**config.mk**
```make
export PLATFORM = sky130hd
export DESIGN_NAME = route_engine
export DESIGN_NICKNAME = d
export VERILOG_FILES = /design/src/rtl/route_engine.sv
export SDC_FILE = /design/constraint.sdc
export NUM_CORES = 1
export LEC_CHECK = 0
export BUFFER_PORTS_ARGS = -buffer_cell sky130_fd_sc_hd__buf_2
export CORE_ASPECT_RATIO = 2
export CORE_UTILIZATION = 50
export CTS_BUF_LIST = sky130_fd_sc_hd__clkbuf_8 sky130_fd_sc_hd__clkbuf_16
export CTS_CLUSTER_DIAMETER = 30
export CTS_CLUSTER_SIZE = 8
export DETAILED_ROUTE_END_ITERATION = 8
export PLACE_DENSITY = 0.75
export SKIP_CTS_REPAIR_TIMING = 1
export SYNTH_ARGS = -nofsm -noshare
export SYNTH_HDL_FRONTEND = slang
export SYNTH_SLANG_ARGS = --single-unit
export TNS_END_PERCENT = 50
```
**constraint.sdc**
```tcl
create_clock -name clk -period 4.9 [get_ports clk]
set_clock_uncertainty 0.2 [all_clocks]
set_input_delay 0.98 -clock clk [delete_from_list [all_inputs] [get_ports clk]]
set_output_delay 0.98 -clock clk [all_outputs]
set_load 0.01 [all_outputs]
```
**src/rtl/route_engine.sv**
```systemverilog
// ---------------------------------------------------------------------------
// route_engine
//
// Single-input mesh router stage. A header flit picks one of five output
// channels. The header and every following flit up to s_tlast go to that
// channel through a 2-entry skid buffer. Flits that arrive outside a packet
// (non-header type while idle) are accepted and discarded, and a saturating
// counter records them.
//
// Build option:
//   ROUTE_YX_ORDER_EN  defined   -> YX dimension order (north/south first)
//                      undefined -> XY dimension order (east/west first)
//
// Ports:
//   clk          single clock
//   rst          asynchronous, active-high reset
//   s_tvalid     input stream valid
//   s_tready     input stream ready (registered, low while skid entry full)
//   s_tdata      input flit, type field in the top PACKET_TYPE_WIDTH bits
//   s_tlast      input end-of-packet marker
//   m_tvalid     per-channel valid (0 local, 1 north, 2 east, 3 south, 4 west)
//   m_tready     per-channel ready, only the active channel's bit is used
//   m_tdata      output flit shared by all channels
//   m_tlast      output end-of-packet shared by all channels
//   lock_o       one-hot channel owned by the packet in flight
//   drop_cnt_o   saturating count of discarded flits
// ---------------------------------------------------------------------------
module route_engine #(
  parameter int DATA_WIDTH = 32,
  parameter int PACKET_TYPE_WIDTH = 4,
  parameter logic [PACKET_TYPE_WIDTH-1:0] ROUTING_HEADER = 4'hA,
  parameter int MAX_ROUTERS_X = 4,
  parameter int MAX_ROUTERS_Y = 4,
  parameter int ROUTER_X = 0,
  parameter int ROUTER_Y = 0,
  parameter int X_LSB = 0,
  parameter int Y_LSB = 8
) (
  input  logic                  clk,
  input  logic                  rst,
  input  logic                  s_tvalid,
  output logic                  s_tready,
  input  logic [DATA_WIDTH-1:0] s_tdata,
  input  logic                  s_tlast,
  output logic [4:0]            m_tvalid,
  input  logic [4:0]            m_tready,
  output logic [DATA_WIDTH-1:0] m_tdata,
  output logic                  m_tlast,
  output logic [4:0]            lock_o,
  output logic [15:0]           drop_cnt_o
);

  localparam int CHANNEL_NUMBER = 5;
  localparam int XW = $clog2(MAX_ROUTERS_X);
  localparam int YW = $clog2(MAX_ROUTERS_Y);

  localparam logic [XW-1:0] OWN_X = XW'(ROUTER_X);
  localparam logic [YW-1:0] OWN_Y = YW'(ROUTER_Y);

  localparam logic [CHANNEL_NUMBER-1:0] CH_LOCAL = 5'b00001;
  localparam logic [CHANNEL_NUMBER-1:0] CH_NORTH = 5'b00010;
  localparam logic [CHANNEL_NUMBER-1:0] CH_EAST  = 5'b00100;
  localparam logic [CHANNEL_NUMBER-1:0] CH_SOUTH = 5'b01000;
  localparam logic [CHANNEL_NUMBER-1:0] CH_WEST  = 5'b10000;

  typedef enum logic [0:0] {
    IDLE = 1'b0,
    FWD  = 1'b1
  } state_t;

  state_t state, state_next;

  logic [XW-1:0]             target_x;
  logic [YW-1:0]             target_y;
  logic                      is_header;
  logic                      s_hs;
  logic                      push;
  logic                      drop;
  logic [CHANNEL_NUMBER-1:0] route_ch;
  logic [CHANNEL_NUMBER-1:0] push_ch;
  logic [CHANNEL_NUMBER-1:0] lock_next;

  logic                      out_valid;
  logic [CHANNEL_NUMBER-1:0] out_ch;
  logic [DATA_WIDTH-1:0]     out_data;
  logic                      out_last;
  logic                      skid_valid;
  logic                      skid_valid_next;
  logic [CHANNEL_NUMBER-1:0] skid_ch;
  logic [DATA_WIDTH-1:0]     skid_data;
  logic                      skid_last;
  logic                      out_take;
  logic                      load_out;

  assign target_x  = s_tdata[X_LSB +: XW];
  assign target_y  = s_tdata[Y_LSB +: YW];
  assign is_header = (s_tdata[DATA_WIDTH-1 -: PACKET_TYPE_WIDTH] == ROUTING_HEADER);
  assign s_hs      = s_tvalid & s_tready;

  // Dimension-ordered routing on unsigned coordinates; the first differing
  // dimension decides the direction, a full match delivers locally.
  always_comb begin
    route_ch = CH_LOCAL;
`ifdef ROUTE_YX_ORDER_EN
    if (target_y != OWN_Y) begin
      route_ch = (target_y > OWN_Y) ? CH_SOUTH : CH_NORTH;
    end else if (target_x != OWN_X) begin
      route_ch = (target_x > OWN_X) ? CH_EAST : CH_WEST;
    end
`else
    if (target_x != OWN_X) begin
      route_ch = (target_x > OWN_X) ? CH_EAST : CH_WEST;
    end else if (target_y != OWN_Y) begin
      route_ch = (target_y > OWN_Y) ? CH_SOUTH : CH_NORTH;
    end
`endif
  end

  // lock_o doubles as the latched route while a packet is in flight. In IDLE
  // it is forced to zero so a single-flit packet leaves a one-cycle pulse.
  always_comb begin
    state_next = state;
    push       = 1'b0;
    drop       = 1'b0;
    push_ch    = lock_o;
    lock_next  = lock_o;
    case (state)
      IDLE: begin
        lock_next = '0;
        if (s_hs) begin
          if (is_header) begin
            push      = 1'b1;
            push_ch   = route_ch;
            lock_next = route_ch;
            if (!s_tlast) state_next = FWD;
          end else begin
            drop = 1'b1;
          end
        end
      end
      FWD: begin
        if (s_hs) begin
          push = 1'b1;
          if (s_tlast) begin
            state_next = IDLE;
            lock_next  = '0;
          end
        end
      end
      default: state_next = IDLE;
    endcase
  end

  always_ff @(posedge clk or posedge rst) begin
    if (rst) begin
      state      <= IDLE;
      lock_o     <= '0;
      drop_cnt_o <= '0;
    end else begin
      state  <= state_next;
      lock_o <= lock_next;
      if (drop && (drop_cnt_o != 16'hFFFF)) drop_cnt_o <= drop_cnt_o + 16'd1;
    end
  end

  // The output register refills whenever it is empty or being taken. A new
  // flit lands in the skid entry only when the output is stalled. s_tready is
  // cleared while the skid entry is occupied, so a push never coincides with a
  // full skid entry.
  assign out_take = out_valid & (|(out_ch & m_tready));
  assign load_out = ~out_valid | out_take;

  always_comb begin
    skid_valid_next = load_out ? 1'b0 : (skid_valid | push);
  end

  always_ff @(posedge clk or posedge rst) begin
    if (rst) begin
      s_tready   <= 1'b0;
      out_valid  <= 1'b0;
      out_ch     <= '0;
      out_data   <= '0;
      out_last   <= 1'b0;
      skid_valid <= 1'b0;
      skid_ch    <= '0;
      skid_data  <= '0;
      skid_last  <= 1'b0;
    end else begin
      s_tready   <= ~skid_valid_next;
      skid_valid <= skid_valid_next;
      if (load_out) begin
        if (skid_valid) begin
          out_valid <= 1'b1;
          out_ch    <= skid_ch;
          out_data  <= skid_data;
          out_last  <= skid_last;
        end else if (push) begin
          out_valid <= 1'b1;
          out_ch    <= push_ch;
          out_data  <= s_tdata;
          out_last  <= s_tlast;
        end else begin
          out_valid <= 1'b0;
        end
      end else if (push) begin
        skid_ch   <= push_ch;
        skid_data <= s_tdata;
        skid_last <= s_tlast;
      end
    end
  end

  assign m_tvalid = out_ch & {CHANNEL_NUMBER{out_valid}};
  assign m_tdata  = out_data;
  assign m_tlast  = out_last;

endmodule

```
# --- Word level (Yosys, flattened, before mapping) ---
# Cells that the tools add are included.
totals:
  regBits: 101
  latchBits: 0
  mem_bits_rw: 0
  wordCells: 70
  out_inout_bits: 60
  memories: 0
  romBits: 0
  input_bits: 41
op_classes:
  n_lt_le_gt_ge: 2
  n_shift: 0
  bitwise_logic: 10
  n_div: 0
  mul: 0
  n_addsub: 1
  n_reduce_logical: 8
  muxes: 33
  n_eq_ne: 4
ops:
  columns: ["op", "n"]
  rows:
  - ["$mux W32", 2]
  - ["$mux W5", 11]
  - ["$add A16 B1 Y16 const B", 1]
  - ["$ne A16 B16 Y1 const B", 1]
  - ["$mux W1", 15]
  - ["$and A5 B5 Y5", 2]
  - ["$pmux W5 S2", 1]
  - ["$mux W4", 2]
  - ["$reduce_and A2 Y1", 3]
  - ["$reduce_bool A2 Y1", 3]
  - ["$reduce_or A5 Y1", 1]
  - ["$eq A4 B4 Y1 const B", 1]
  - ["$gt A2 B1 Y1 const B", 2]
  - ["$not A1 Y1", 4]
  - ["$pmux W1 S2", 2]
  - ["$and A1 B1 Y1", 2]
  - ["$ne A2 B1 Y1 const B", 1]
  - ["$ne A2 B2 Y1 const B", 1]
  - ["$or A1 B1 Y1", 2]
  - ["$logic_and A1 B1 Y1", 1]

# --- Logic depth before layout (Yosys ltp) ---
depth:
  depth_word: 9
  mapped_depth: 6
  ltp_nobuf: 5

# --- Worst setup path after synthesis ---
# No wires, ideal clock.
synth_path:
  kind: "in2reg"
  from: "input port s_tdata[30]"
  to: "register skid_data[10]"
  setup_time_ps: 125
  slack_ps: 2345
  path_buffers: 1
  t_required_ps: 4575
  stages: 5
  t_arrival_ps: 2230
  path_cell_list: "and4bb_2 o211ai_1 nor2_4 buf_2 mux2_2"
synth_between:
  elab_chain_cells: 5
synth_lines:
  columns: ["item", "line", "text"]
  rows:
  - ["start, declared", "43", "input logic [DATA_WIDTH-1:0] s_tdata,"]
  - ["$eq A4 B4 Y1", "97", "assign is_header = (s_tdata[DATA_WIDTH-1 -: PACKET_TYPE_WIDTH] == ROUTING_HEADER);"]
  - ["$mux W1", "131", "if (is_header) begin"]
  - ["$mux W1", "130", "if (s_hs) begin"]
  - ["$pmux W1 S2", "127", "case (state)"]
  - ["$reduce_and A2 Y1 (no line)", null, null]
  - ["end signal, assigned", "207", "skid_data <= s_tdata;"]
  - ["end, declared", "90", "logic [DATA_WIDTH-1:0] skid_data;"]
# Every way passes these cells.
# A chain may end at the register's enable or synchronous reset.

# --- Worst setup path after layout ---
layout_path:
  from: "register skid_valid"
  to: "register out_ch[3]"
layout_between:
  elab_chain_cells: 2
  elab_cells_between_ends: 3
  classes_between: "mux (1); reduce/logical (2)"
layout_lines:
  columns: ["item", "line", "text"]
  rows:
  - ["start, declared", "87", "logic skid_valid;"]
  - ["start signal, assigned", "190", "skid_valid <= skid_valid_next;"]
  - ["$reduce_bool A2 Y1 (no line)", null, null]
  - ["$reduce_and A2 Y1 (no line)", null, null]
  - ["end signal, assigned", "194", "out_ch <= skid_ch;"]
  - ["end signal, assigned", "199", "out_ch <= push_ch;"]
  - ["end, declared", "84", "logic [CHANNEL_NUMBER-1:0] out_ch;"]
# Parallel ways exist; a longest one is shown, timed or not.

==> impl_metrics.yaml <==
status:
  outcome: "finished clean"
worst_setup_path:
  end_kind: "register"
  reg2reg_setup_slack_ns: 1.65
  r2r-start: "skid_valid$_DFF_PP0_"
  worstSetupStartpointType: "register"
  critPathMaxFanout: 38
  r2r-end: "out_ch[3]$_DFFE_PP0P_"
  worstPathRequired_ns: 4.92
  reg2reg_depth: 4
  critPathKind: "reg -> reg"
  cp.arrival_ns: 3.27
floorplanning:
  dieArea_um2: 9070
  rows: 47
  dieHeight_um: 134
  die_w_um: 67.9
  ios: 101
  core_area_um2: 8350
  initial_core_util_pct: 51.9
timing:
  finalSetupViolCount: 0
  fmax_ghz: 0.308
  report.final.slew_viol_count: 0
  slew_headroom_pct: 17.7
  final-hold-violation-count: 0
  tns_ns: 0
  post-route-period-util_pct: 66.3
  period_minus_slack_ns: 3.25
  tightestPinTransition_ns: 1.23
  grt_setup_unrepaired: "false"
cts:
  clockBufferDepth: 2
  clk_pin_slew_ns: 0.06
  cts_root_buffer: "clkbuf_16"
  cts_tree: "done"
  htreeDepth: 3
  numCtsBuffers: 9
  clock_latency_ns: 0.34
  cts.sinks: 97
logic_synthesis:
  synth_cell_types: 48
  synth_area_um2: 4340
  yosys_register_bits: 97
  synth_warnings: 0
  synth-edff-count: 0
  netlist_instances: 366
  ys_async_sr_fraction_pct: 100
  ys_seq_area_share_pct: 56.0
  avgSynthCellArea_um2: 11.9
  synthFlopType: "dfrtp_1"
power_and_ir_drop:
  seqPwrFrac_pct: 47.2
  p_per_area_nw_per_um2: 520
  peakVddDrop_uv: 283
  power_switching_mw: 0.823
  pwr-share-clk_pct: 28.0
  finalPower_mw: 2.69
  p_leak_nw: 2.39
  p_int_mw: 1.87
  comb_power_share_pct: 24.8
  swShare_pct: 30.6
cells_and_area:
  stdcell_count: 555
  post-route-util_pct: 62.0
  multi_input_area_um2: 1790
  antenna_cells: 0
  seq_area_um2: 2430
  mostFrequentLayoutCells: "buf_2, dfrtp_1, o21ai_0"
  mostFrequentLayoutCell: "buf_2"
  fillCellCount: 699
  syn_to_final_growth_pct: 19.4
  drive_above_1_share_pct: 33.7
  nets: 496
  postLayoutCellArea_um2: 5180
global_routing:
  grt_overflow: 0
  first_global_vias: 3259
  grt_antenna_before_repair: 0
  grt_usage_pct: 23.2
  grt_pass1_wl_um: 15600
  grt_max_degree: 72
route:
  via_per_inst: 5.82
  drc: 0
  postRouteAntennaNets: 0
  wirelength_um: 9650
  vias: 3228
  wl_per_cell_um: 17.4
  drtPass1Iterations: 4
  drtIter0Drc: 232
placed_design:
  dpl.hpwl_um: 6600
  gp_congestion: 0.804
  dp_cells: 541
  port_buffers: 98
  placed_area_um2: 4860
flow_run:
  drv_cap: 0
min_path:
  hold_path_depth: 1
  hold_start: "skid_data[6]$_DFFE_PP0P_"
  hold_path.class: "reg -> reg"
  holdPathEnd: "skid_data[6]$_DFFE_PP0P_"
-- power groups by stage --
stage	registers, mW	clock network, mW	logic [mW]
5_1_grt	1.31	0.795	0.746
3_5_place_dp	1.28	0	0.679
4_1_cts	1.27	0.766	0.680
2_1_floorplan	1.31	0	0.348
3_3_place_gp	1.27	0	0.647
6_report	1.27	0.755	0.669
-- critical path: stages (launching register included) --
cell     delay (ns)
dfrtp_2        1.07
nor2_1         0.13
a21oi_1        0.46
nand2_1        0.77
a32o_1         0.49
-- worst max-delay path by stage --
stage                     cells past startpoint                         to                  from  slack (ns)
final                                         4      out_ch[3]$_DFFE_PP0P_  skid_valid$_DFF_PP0_        1.65
after global routing                          4      out_ch[4]$_DFFE_PP0P_  skid_valid$_DFF_PP0_        1.48
after CTS                                     4      out_ch[3]$_DFFE_PP0P_  skid_valid$_DFF_PP0_        1.67
after detailed placement                      5      out_ch[3]$_DFFE_PP0P_           s_tdata[30]        1.56
after global placement                        5      out_ch[3]$_DFFE_PP0P_           s_tdata[30]        1.59
after floorplan                               1  drop_cnt_o[0]$_DFFE_PP0P_                   rst        1.19
-- flip-flops by register name (all words and copies together) (netlist names) --
| register | flops |
|---|---|
| lock_o | 3 |
| s_tready | 1 |
| state | 1 |
| out_valid | 1 |
| m_tlast | 1 |
| skid_data | 32 |
| skid_ch | 4 |
| skid_last | 1 |
| skid_valid | 1 |
| m_tdata | 32 |
| drop_cnt_o | 16 |
| out_ch | 4 |
-- logic make-up (layout without fill, tap and decap cells) --
group / count (synthesis) / count (layout) / share of synthesized area [%]
AO/OA/AOI/OAI: 96 / 96 / 12.1
multiplexers: 70 / 70 / 17.2
buffers and inverters: 27 / 117 / 2.77
XOR/XNOR: 14 / 14 / 2.83
adder cells (fa/ha/maj): 1 / 1 / 0.288
flip-flops: 97 / 97 / 56.0
AND/OR/NAND/NOR: 60 / 60 / 8.80
other: 1 / 2 / 0.0864
-- routing by layer --
layer  GRT usage [%]  wire (um)  up-vias
li1                -          -     1489
met1            26.4       3720     1623
met2            39.4       5180       96
met3            4.79        462       20
met4            11.6        293        0
met5               0          0        -
-- Yosys cell counts, types with 4 or more instances --
master | count | area share [%]
a21oi_1 | 4 | 0.46
mux2_2 | 31 | 8.0
nand2_1 | 9 | 0.78
inv_1 | 4 | 0.35
dfrtp_1 | 97 | 56
xor2_1 | 11 | 2.2
nand3_1 | 10 | 1.2
clkbuf_1 | 13 | 1.1
nand4_1 | 4 | 0.58
o21ai_0 | 76 | 8.8
buf_2 | 6 | 0.69
mux2i_1 | 33 | 7.6
nor2_1 | 6 | 0.52
and2_1 | 5 | 0.72
mux2_1 | 6 | 1.6
nor3_1 | 5 | 0.58
-- layout make-up --
| cell class | instances | share of cell area (%) |
|---|---|---|
| sequential | 97 | 46.9 |
| multi-input combinational | 243 | 34.6 |
| timing repair buffer | 99 | 9.62 |
| clock buffer | 11 | 4.88 |
| tap | 98 | 2.37 |
| clock inverter | 3 | 1.26 |
| inverter | 4 | 0.338 |
-- through the flow --
stage / worst slack [ns] / hold WS (ns)
floorplan: 1.19 / 0.258
global placement: 1.59 / 0.267
detailed placement: 1.56 / 0.282
CTS: 1.67 / 0.295
global route: 1.48 / 0.298
finish: 1.65 / 0.289
Power figures use the tool's default switching activity.
